<file path="src/rtl/core_pkg.sv">
// Shared writeback-path constants and the request record used by the
// register-file write arbiter.
package core_pkg;

    localparam int XLEN     = 32;
    localparam int REG_AW   = 5;
    localparam int RF_DEPTH = 32;

    typedef struct packed {
        logic [REG_AW-1:0] rd;
        logic [XLEN-1:0]   data;
    } wb_req_t;

endpackage

</file>
<file path="src/rtl/rr_arbiter.sv">
// Round-robin arbiter: combinational one-hot grant that scans from the
// rotating pointer, plus the pointer register itself.
module rr_arbiter #(
    parameter int N = 3
) (
    input  logic                 clk_i,
    input  logic                 rst_i,
    input  logic [N-1:0]         req_i,
    output logic [N-1:0]         gnt_o,
    output logic                 any_o,
    output logic [$clog2(N)-1:0] idx_o
);

    localparam int PW = $clog2(N);

    logic [PW-1:0] ptr_q;
    logic [PW-1:0] ptr_d;
    logic [PW-1:0] idx;
    logic          found;

    // Nothing is granted while reset is held, so no request is consumed.
    always_comb begin
        gnt_o = '0;
        found = 1'b0;
        idx_o = '0;
        idx   = '0;
        for (int k = 0; k < N; k++) begin
            idx = PW'((int'(ptr_q) + k) % N);
            if (!found && !rst_i && req_i[idx]) begin
                gnt_o[idx] = 1'b1;
                found      = 1'b1;
                idx_o      = idx;
            end
        end
        any_o = found;
    end

    assign ptr_d = (idx_o == PW'(N - 1)) ? '0 : idx_o + 1'b1;

    always_ff @(posedge clk_i or posedge rst_i) begin
        if (rst_i) begin
            ptr_q <= '0;
        end else if (any_o) begin
            ptr_q <= ptr_d;
        end
    end

endmodule

</file>
<file path="src/rtl/rf_wb_arbiter.sv">
// Register-file write port sharing: round-robin pick among writeback sources,
// one-entry writeback stage, x0 filtering and a forwarding lookup for decode.
module rf_wb_arbiter #(
    parameter int NUM_REQ = 3,
    parameter int XLEN    = 32,
    parameter int REG_AW  = 5
) (
    input  logic                      clk_i,
    input  logic                      rst_i,
    input  logic [NUM_REQ-1:0]        req_valid_i,
    input  logic [NUM_REQ*REG_AW-1:0] req_rd_i,
    input  logic [NUM_REQ*XLEN-1:0]   req_data_i,
    output logic [NUM_REQ-1:0]        req_ready_o,
    output logic [REG_AW-1:0]         rf_wr_reg_o,
    output logic [XLEN-1:0]           rf_wr_data_o,
    output logic                      rf_wr_en_o,
    input  logic [REG_AW-1:0]         fwd_rs1_i,
    input  logic [REG_AW-1:0]         fwd_rs2_i,
    output logic                      fwd_hit1_o,
    output logic                      fwd_hit2_o,
    output logic [XLEN-1:0]           fwd_data1_o,
    output logic [XLEN-1:0]           fwd_data2_o
);

    import core_pkg::*;

    logic [NUM_REQ-1:0]         gnt;
    logic                       gnt_any;
    logic [$clog2(NUM_REQ)-1:0] win;

    logic                       vld_q, vld_d;
    logic [REG_AW-1:0]          rd_q, rd_d;
    logic [XLEN-1:0]            data_q, data_d;

    rr_arbiter #(
        .N(NUM_REQ)
    ) u_arb (
        .clk_i (clk_i),
        .rst_i (rst_i),
        .req_i (req_valid_i),
        .gnt_o (gnt),
        .any_o (gnt_any),
        .idx_o (win)
    );

    assign req_ready_o = gnt;

    // x0 writes still complete the handshake but never reach the array.
    always_comb begin
        rd_d   = rd_q;
        data_d = data_q;
        vld_d  = 1'b0;
        if (gnt_any) begin
            rd_d   = req_rd_i[int'(win)*REG_AW +: REG_AW];
            data_d = req_data_i[int'(win)*XLEN +: XLEN];
            vld_d  = (rd_d != '0);
        end
    end

    always_ff @(posedge clk_i or posedge rst_i) begin
        if (rst_i) begin
            vld_q  <= 1'b0;
            rd_q   <= '0;
            data_q <= '0;
        end else begin
            vld_q  <= vld_d;
            rd_q   <= rd_d;
            data_q <= data_d;
        end
    end

    assign rf_wr_en_o   = vld_q;
    assign rf_wr_reg_o  = rd_q;
    assign rf_wr_data_o = data_q;

    assign fwd_hit1_o  = vld_q && (fwd_rs1_i == rd_q) && (fwd_rs1_i != '0);
    assign fwd_hit2_o  = vld_q && (fwd_rs2_i == rd_q) && (fwd_rs2_i != '0);
    assign fwd_data1_o = fwd_hit1_o ? data_q : '0;
    assign fwd_data2_o = fwd_hit2_o ? data_q : '0;

endmodule
</file>
<file path="config.mk">
export PLATFORM = sky130hd
export DESIGN_NAME = rf_wb_arbiter
export DESIGN_NICKNAME = d
export VERILOG_FILES = /design/src/rtl/core_pkg.sv /design/src/rtl/rr_arbiter.sv /design/src/rtl/rf_wb_arbiter.sv
export SDC_FILE = /design/constraint.sdc
export NUM_CORES = 1
export LEC_CHECK = 0
export CORE_UTILIZATION = 38
export CTS_CLUSTER_DIAMETER = 100
export DETAILED_ROUTE_END_ITERATION = 10
export PLACE_DENSITY = 0.9
export SYNTH_ARGS = -nofsm -noshare
export SYNTH_HDL_FRONTEND = slang
export SYNTH_SLANG_ARGS = --single-unit
</file>
<file path="constraint.sdc">
create_clock -name clk_i -period 4.5 [get_ports clk_i]
set_input_delay 0.9 -clock clk_i [delete_from_list [all_inputs] [get_ports clk_i]]
set_output_delay 0.9 -clock clk_i [all_outputs]
set_load 0.05 [all_outputs]
</file>
# --- Word-level counts from Yosys, hierarchy flattened ---
# Index checks and enable logic that the tools add are counted.
op_classes:
  n_eq_ne: 3
  multipliers: 1
  n_bitwise: 2
  shift: 2
  reduce_logical: 18
  add_sub_neg: 3
  muxes: 25
  n_div: 3
  order_cmp: 6
op_table:
  columns: ["op", "count"]
  rows:
  - ["$shiftx 96x8->32", 1]
  - ["$mod 32x3->32 const B", 2]
  - ["$mux 32", 2]
  - ["$mod 3x3->32 const B", 1]
  - ["$reduce_bool 5->1", 3]
  - ["$shiftx 15x6->5", 1]
  - ["$logic_and 1x1->1", 12]
  - ["$eq 5x5->1", 2]
  - ["$mux 1", 10]
  - ["$lt 2x3->1 const B", 3]
  - ["$mux 3", 3]
  - ["$mux 2", 4]
  - ["$bmux 1 s2", 3]
  - ["$demux 1 s2", 3]
  - ["$ge 2x1->1 const B", 3]
  - ["$or 3x3->3", 2]
  - ["$mul 2x3->5 const B", 1]
  - ["$add 2x1->3 const B", 1]
  - ["$add 2x2->3 const B", 1]
  - ["$logic_not 1->1", 3]
  - ["$add 2x1->2 const B", 1]
  - ["$eq 2x2->1 const B", 1]
word_totals:
  mem_count: 0
  reg_bits: 40
  output_inout_bits: 107
  ramBits: 0
  latch_bits: 0
  mem_bits_ro: 0
  word_cells: 67

# --- Longest topological paths before layout ---
# Gate-level depths: netlist (run 1).
logic_depth:
  ltp_word: 17
  mapped_depth: 9
  depth_no_buf: 7

# --- Modules after synthesis ---
# A second synthesis (run 1) with hierarchy kept.
unflattened:
  cells_unflattened: 388
  area_unflattened_um2: 3248.1
modules_own_cells:
  columns: ["module", "area_per_inst_um2", "cells_per_inst", "seq_area_each_um2", "instances"]
  rows:
  - ["rf_wb_arbiter", 2715.1, 328, 950.9, 1]
  - ["rr_arbiter", 533.0, 60, 50.0, 1]

# --- Least setup slack after synthesis (run 1) ---
# OpenSTA, ideal clock, no wires.
synth_timing:
  path_kind: "input port to output port"
  from: "input rst_i"
  to: "output req_ready_o[1]"
  n_path_buf: 2
  required_time_ps: 3600
  path_slack_ps: 544
  cell_stages: 6
  arrival_time_ps: 3056
  cell_sequence: "clkbuf_1 > inv_1 > nand2_1 > mux2_2 > buf_1 > nand2_1"
synth_via:
  elab_chain_len: 11
synth_lines:
  columns: ["element", "line_no", "source"]
  rows:
  - ["start, declared", "rf_wb_arbiter.sv:9", "input logic rst_i,"]
  - ["$logic_not 1->1 *", "rr_arbiter.sv:29", "if (!found && !rst_i && req_i[idx]) begin"]
  - ["$logic_and 1x1->1", "rr_arbiter.sv:29", null]
  - ["$mux 1", "rr_arbiter.sv:29", null]
  - ["$logic_not 1->1", "rr_arbiter.sv:29", null]
  - ["$logic_and 1x1->1 (2 in series)", "rr_arbiter.sv:29", null]
  - ["$mux 1", "rr_arbiter.sv:29", null]
  - ["$logic_not 1->1", "rr_arbiter.sv:29", null]
  - ["$logic_and 1x1->1 (2 in series)", "rr_arbiter.sv:29", null]
  - ["$mux 3 *", "rr_arbiter.sv:29", null]
  - ["end, declared", "rf_wb_arbiter.sv:13", "output logic [NUM_REQ-1:0] req_ready_o,"]
# Mark *: on every way between the ends. The rest lies on a longest branch, timed or not.

# --- Final worst setup path (run 1) ---
layout_timing:
  from: "input fwd_rs2_i[2]"
  to: "output fwd_data2_o[7]"
layout_via:
  elab_chain_len: 4
layout_lines:
  columns: ["element", "line_no", "source"]
  rows:
  - ["start, declared", "rf_wb_arbiter.sv:18", "input logic [REG_AW-1:0] fwd_rs2_i,"]
  - ["$eq 5x5->1", "rf_wb_arbiter.sv:77", "assign fwd_hit2_o = vld_q && (fwd_rs2_i == rd_q) && (fwd_rs2_i != '0);"]
  - ["$logic_and 1x1->1", "rf_wb_arbiter.sv:77", null]
  - ["$logic_and 1x1->1 *", "rf_wb_arbiter.sv:77", null]
  - ["$mux 32 *", "rf_wb_arbiter.sv:79", "assign fwd_data2_o = fwd_hit2_o ? data_q : '0;"]
  - ["end, declared", "rf_wb_arbiter.sv:22", "output logic [XLEN-1:0] fwd_data2_o"]
# Marked as above.

==> results.cfg, run 1 <==
[route]
route.vias.total = 3822
vias_per_cell = 5.468
drc = 0
dr.pass1.iters = 4
wl_per_cell_um = 17.78
drt_iter0_drc = 135
ant_nets = 0
wirelength_mm = 12.43

[yosys]
synth_top_family_by_area = simple AND/OR/NAND/NOR gates
ys_seq_area_frac = 0.3109
syn_avg_cell_area_um2 = 8.517
synth_area_leader_cell = dfrtp_1
synth.area.top_cells = dfrtp_1 (31%), and2_1 (12%), mux2i_1 (7.8%), o211ai_1 (5.1%), nand2_1 (5.0%)
async_reset_ff_frac = 1.000
synth_compound_area_frac = 0.2452
synthAdderAreaFrac = 0.01555
ys_types = 45
synth_nets = 508
ys_warn_count = 0
synth-simple-area-share = 0.2647
synth_cells = 378
ys.flop_type = dfrtp_1
yosys-top-cells-count = and2_1 (64), nand2_1 (43), dfrtp_1 (40)
synth_xor_xnor_area_share = 0.02176
netlist.area_leader.share = 0.3109
ys_ff_latch = 40
yosys.cell_count.top_type = and2_1
synth_edf_count = 0
syn_area_um2 = 3219
muxShareOfSynthArea = 0.08822

[cts]
clock_latency_ns = 0.29
clk_path_buf_depth = 2
cts_tree = built
cts_buffers = 5
cts.htree.levels = 2
cts_hold_buf = 0
path_clk_slew_ns = 0.07
post_cts_buffers = 0
cts.sinks = 40
cts_root_buffer = clkbuf_8
cts_resized = 0

[setup_path]
crit_path_frequent_cell = clkdlybuf4s50_1
critPathRequiredTime_ns = 3.60
start_kind = primary input
critPathMaxFanout = 26
cp_cell_sequence = clkdlybuf4s50_1 > xor2_1 > nor3_1 > nand3_1 > nor2_2 > buf_4 > and2_1 > clkdlybuf4s50_1
cp_slowest_cell = clkdlybuf4s50_1
crit_path_end_kind = output pin
max_stage_delay_ns = 0.84
reg2reg_depth = 7
crit_arrival_ns = 3.24
crit_type = in -> out

[power]
cellPowerDensity_nw_per_um2 = 552.6
finalPower_w = 0.003152
power.leakage_nw = 2.201
irDropWorstVdd_uv = 320.2

[hold_path]
hp-class = reg -> reg
whs_path_depth = 2

[floorplan]
num_rows = 33
dieArea_um2 = 8844
die_h_um = 94.05
fp.dieW_um = 94.05
start_util = 0.3918
coreArea_um2 = 8217
io-pin-count = 233

[timing]
setup_slack_ns = 0.3605
skew_ns = 0.003712
worst_pin_slew_ns = 0.8102
finalHoldViolCount = 0
timing.fmax_ghz = 0.2416
slew_violations = 0
finalSetupViolCount = 0
rsz0062_at_grt = false
fin_crit_sh = 0.9199
holdWs_ns = 0.5376
tns_ns = 0
fin_crit_ns = 4.140
max_slew_margin = 0.4598

[place]
dp_slack_ns = 0.3812
dp_cells = 692
gp_congestion = 0.9068
io_buffers = 232
dp_hpwl_mm = 9.370

[global_routing]
grt_max_degree = 58
grt_util_all_layers = 0.2735
grt.overflow.total = 0
grt_pass1_wl_mm = 18.50
grt_pass1_vias = 3681
antenna_found_initial = 0

[run_status]
status = complete, no violations

[layout]
layout.nets = 724
layout.cells.non_filler = 699
seq_area_um2 = 1001
fill_cells = 642
drive_above_1_share = 0.05892
multi_input_area_um2 = 2063
area_growth_pct = 77.19
antennaDiodeCount = 0

[flow_run]
drv_cap = 0
through the flow:
step	area, um^2	util
global placement	5627	0.6848
finish	5704	0.6942
CTS	5704	0.6942
floorplan	3219	-
global route	5704	0.6942
detailed placement	5627	0.6848
sequential cells by signal (all words and copies together), names as in the netlist:
register      cells
rf_wr_reg_o       5
rf_wr_en_o        1
u_arb.ptr_q       2
rf_wr_data_o     32
worst max-delay path, delay by kind of cell:
family / cells / cell delay, ns
xor+xnor: 1 / 0.14
buf+inv: 3 / 1.52
simple gates: 4 / 0.66
cell families (layout without fill, tap and decap cells):
logic type               Yosys count  count (layout)
AND/OR/NAND/NOR                  155             155
AO/OA/AOI/OAI                    107             107
flip-flops                        40              40
buffers and inverters             36             252
multiplexers                      28              28
XOR/XNOR                           8               8
adder cells (fa/ha/maj)            4               4
report_power, final:
part	total (W)	switching (W)	internal, W
sequential	0.000752	0.000209	0.000544
combinational	0.00217	0.00136	0.000813
clock	0.000227	0.000121	0.000105
total	0.00315	0.00169	0.00146
routing by layer:
metal | vias to the layer above | wire, um | global-route usage
met2 | 196 | 6589 | 0.5207
met5 | - | 0 | 0
met3 | 23 | 1055 | 0.05825
met1 | 1805 | 4562 | 0.2976
li1 | 1798 | - | -
met4 | 0 | 221 | 0.08718
cell type report:
type	instances	share of cell area
clock buffer	6	0.01272
clock inverter	1	0.0008774
inverter	5	0.003290
multi-input combinational	302	0.3617
sequential	40	0.1755
tap	105	0.02303
timing repair buffer	240	0.4229
layout by cell type, fill, tap and decap left out, types with 2 or more instances in the layout:
| master | count |
|---|---|
| mux2_2 | 2 |
| xnor2_1 | 2 |
| a2111oi_0 | 7 |
| nand3_1 | 4 |
| dfrtp_1 | 40 |
| inv_1 | 4 |
| o21ai_1 | 10 |
| mux2i_1 | 24 |
| nand2b_1 | 2 |
| a21oi_1 | 19 |
| and3_1 | 17 |
| a221o_1 | 2 |
| buf_12 | 3 |
| nor2_2 | 2 |
| o21ai_0 | 14 |
| a2111oi_2 | 9 |
| clkbuf_8 | 5 |
| nand2_1 | 43 |
| clkdlybuf4s50_1 | 229 |
| nor2b_1 | 4 |
| buf_4 | 8 |
| and2_1 | 64 |
| nor3_1 | 5 |
| o211ai_1 | 22 |
| nor2_1 | 4 |
| o31ai_1 | 16 |
| ha_1 | 4 |
| or4_1 | 3 |
| xor2_1 | 6 |
path summary, 6_finish.rpt:
kind,from,endpoint,slack (ns)
min in group asynchronous,rst_i,u_arb.ptr_q[1],1.33
setup reg to reg,u_arb.ptr_q[0],rf_wr_data_o[18],1.32
hold reg to reg,rf_wr_data_o[14],rf_wr_data_o[14],0.54
setup / recovery,fwd_rs2_i[2],fwd_data2_o[7],0.36
hold / removal,rf_wr_data_o[14],rf_wr_data_o[14],0.54
max in group asynchronous,rst_i,rf_wr_data_o[15],2.79
Note: power is estimated with default switching activity, not from simulation.
==> run 2, diff against run 1 <==
Settings changed: CORE_MARGIN set to 5, PLACE_DENSITY 0.9 to 0.83.
==> results.cfg, run 2 (synthesis gave the netlist of run 1 again) <==
[timing]
rsz0062_at_grt = false
skew_ns = 0.01138
worst_pin_slew_ns = 0.8808
tns_ns = 0
fin_crit_sh = 0.8521
finalHoldViolCount = 0
fin_crit_ns = 3.834
slew_violations = 0
timing.fmax_ghz = 0.2608
max_slew_margin = 0.4110
finalSetupViolCount = 0

[power]
seqPwrFrac = 0.235
irDropWorstVdd_uv = 350.9
p_comb_frac = 0.686
p_clk_frac = 0.079
power.leakage_nw = 2.513
finalPower_w = 0.003244
switching_share = 0.5323
cellPowerDensity_nw_per_um2 = 509.3
intPower_w = 0.001517
switchingPower_w = 0.001727

[cts]
cts_tree = built
clock_latency_ns = 0.29
cts_root_buffer = clkbuf_8
post_cts_buffers = 0
cts_buffers = 5
path_clk_slew_ns = 0.08
cts_resized = 0
cts_hold_buf = 0
cts.htree.levels = 2
clk_path_buf_depth = 2
cts.sinks = 40

[setup_path]
cp_cell_sequence = clkdlybuf4s50_1 > mux2_2 > mux2i_1 > nor4bb_1 > a221o_1 > buf_12
crit_arrival_ns = 2.93
critPathRequiredTime_ns = 3.60
max_stage_delay_ns = 0.51
critPathMaxFanout = 6
start_kind = primary input
cp_slowest_cell = clkdlybuf4s50_1
crit_path_end_kind = output pin
crit_type = in -> out
crit_buf_inv = 2
critPathTopFamily = multiplexers

[layout]
layout.nets = 724
antennaDiodeCount = 0
drive_above_1_share = 0.1714
design_area_um2 = 6369
final_common_cell = clkdlybuf4s50_1
multi_input_area_um2 = 2063
area_growth_pct = 97.82
largest_register_ffs = 32
fill_cells = 564
final_cell_mix = clkdlybuf4s50_1 (163), buf_12 (68), and2_1 (64), nand2_1 (43), dfrtp_1 (40)
seq_area_um2 = 1001

[run_status]
status = complete, no violations

[place]
placed_area_um2 = 6275
gp_congestion = 0.9096
dp_hpwl_mm = 11.15
io_buffers = 232

[floorplan]
fp.dieW_um = 102.0
num_rows = 33
start_util = 0.3918
coreArea_um2 = 8217
die_h_um = 102.0
io-pin-count = 233
dieArea_um2 = 10410

[global_routing]
grt_util_all_layers = 0.2586
grt_pass1_wl_mm = 21.31
grt.overflow.total = 0
grt_max_degree = 58
antenna_found_initial = 0
grt_pass1_vias = 4056

[route]
ant_nets = 0
wl_per_cell_um = 20.26
wirelength_mm = 14.19
vias_per_cell = 5.606
drt_iter0_drc = 161
dr.pass1.iters = 4
drc = 0
route.vias.total = 3924

[hold_path]
hp-class = reg -> reg

[flow_run]
drv_cap = 0
run 2: path summary, 6_finish.rpt:
kind                                 startpoint              end  cells past startpoint  slack (ns)
worst max register to register   u_arb.ptr_q[0]  rf_wr_data_o[9]                      8        1.18
worst min register to register  rf_wr_data_o[3]  rf_wr_data_o[3]                      2        0.53
max in group asynchronous                 rst_i  rf_wr_data_o[1]                      3        2.79
worst max-delay path             req_valid_i[2]   req_ready_o[0]                      6        0.67
worst min-delay path            rf_wr_data_o[3]  rf_wr_data_o[3]                      2        0.53
min in group asynchronous                 rst_i   rf_wr_reg_o[3]                      3        1.35
run 2: routing by layer:
metal / part of all wire / track usage
met2: 0.53 / 0.4698
met1: 0.37 / 0.3003
met5: 0 / 0
met3: 0.084 / 0.06007
met4: 0.025 / 0.08073
run 2: power by group through the flow:
stage,sequential (W),clock (W),combinational [W]
final,0.000763,0.000255,0.00223
after global routing,0.000789,0.000269,0.00235
after CTS,0.000762,0.000256,0.00223
after detailed placement,0.000766,0,0.00223
after global placement,0.000752,0,0.00218
after floorplan,0.00129,0,0.000860
run 2: area by class of cell:
| type | instances | area share |
|---|---|---|
| inverters | 5 | 0.002947 |
| flip-flops and latches | 40 | 0.1572 |
| clock inverters | 1 | 0.001179 |
| repair buffers | 240 | 0.4806 |
| well taps | 105 | 0.02063 |
| multi-input cells | 302 | 0.3240 |
| clock buffers | 7 | 0.01356 |
run 2: tightest hold or removal path, stage by stage, from the launching register on:
cell and delay, ns:
dfrtp_1 0.39, nand2_1 0.06, o31ai_1 0.06
run 2: per-stage QoR:
stage / hold WS [ns] / utilization / worst slack (ns) / std cells
floorplan: 0.4967 / - / 0.5438 / 378
global placement: 0.5050 / 0.7637 / 0.7874 / 692
detailed placement: 0.5145 / 0.7637 / 0.6916 / 692
CTS: 0.5321 / 0.7751 / 0.6974 / 700
global route: 0.5781 / 0.7751 / 0.5394 / 700
finish: 0.5340 / 0.7751 / 0.6655 / 700
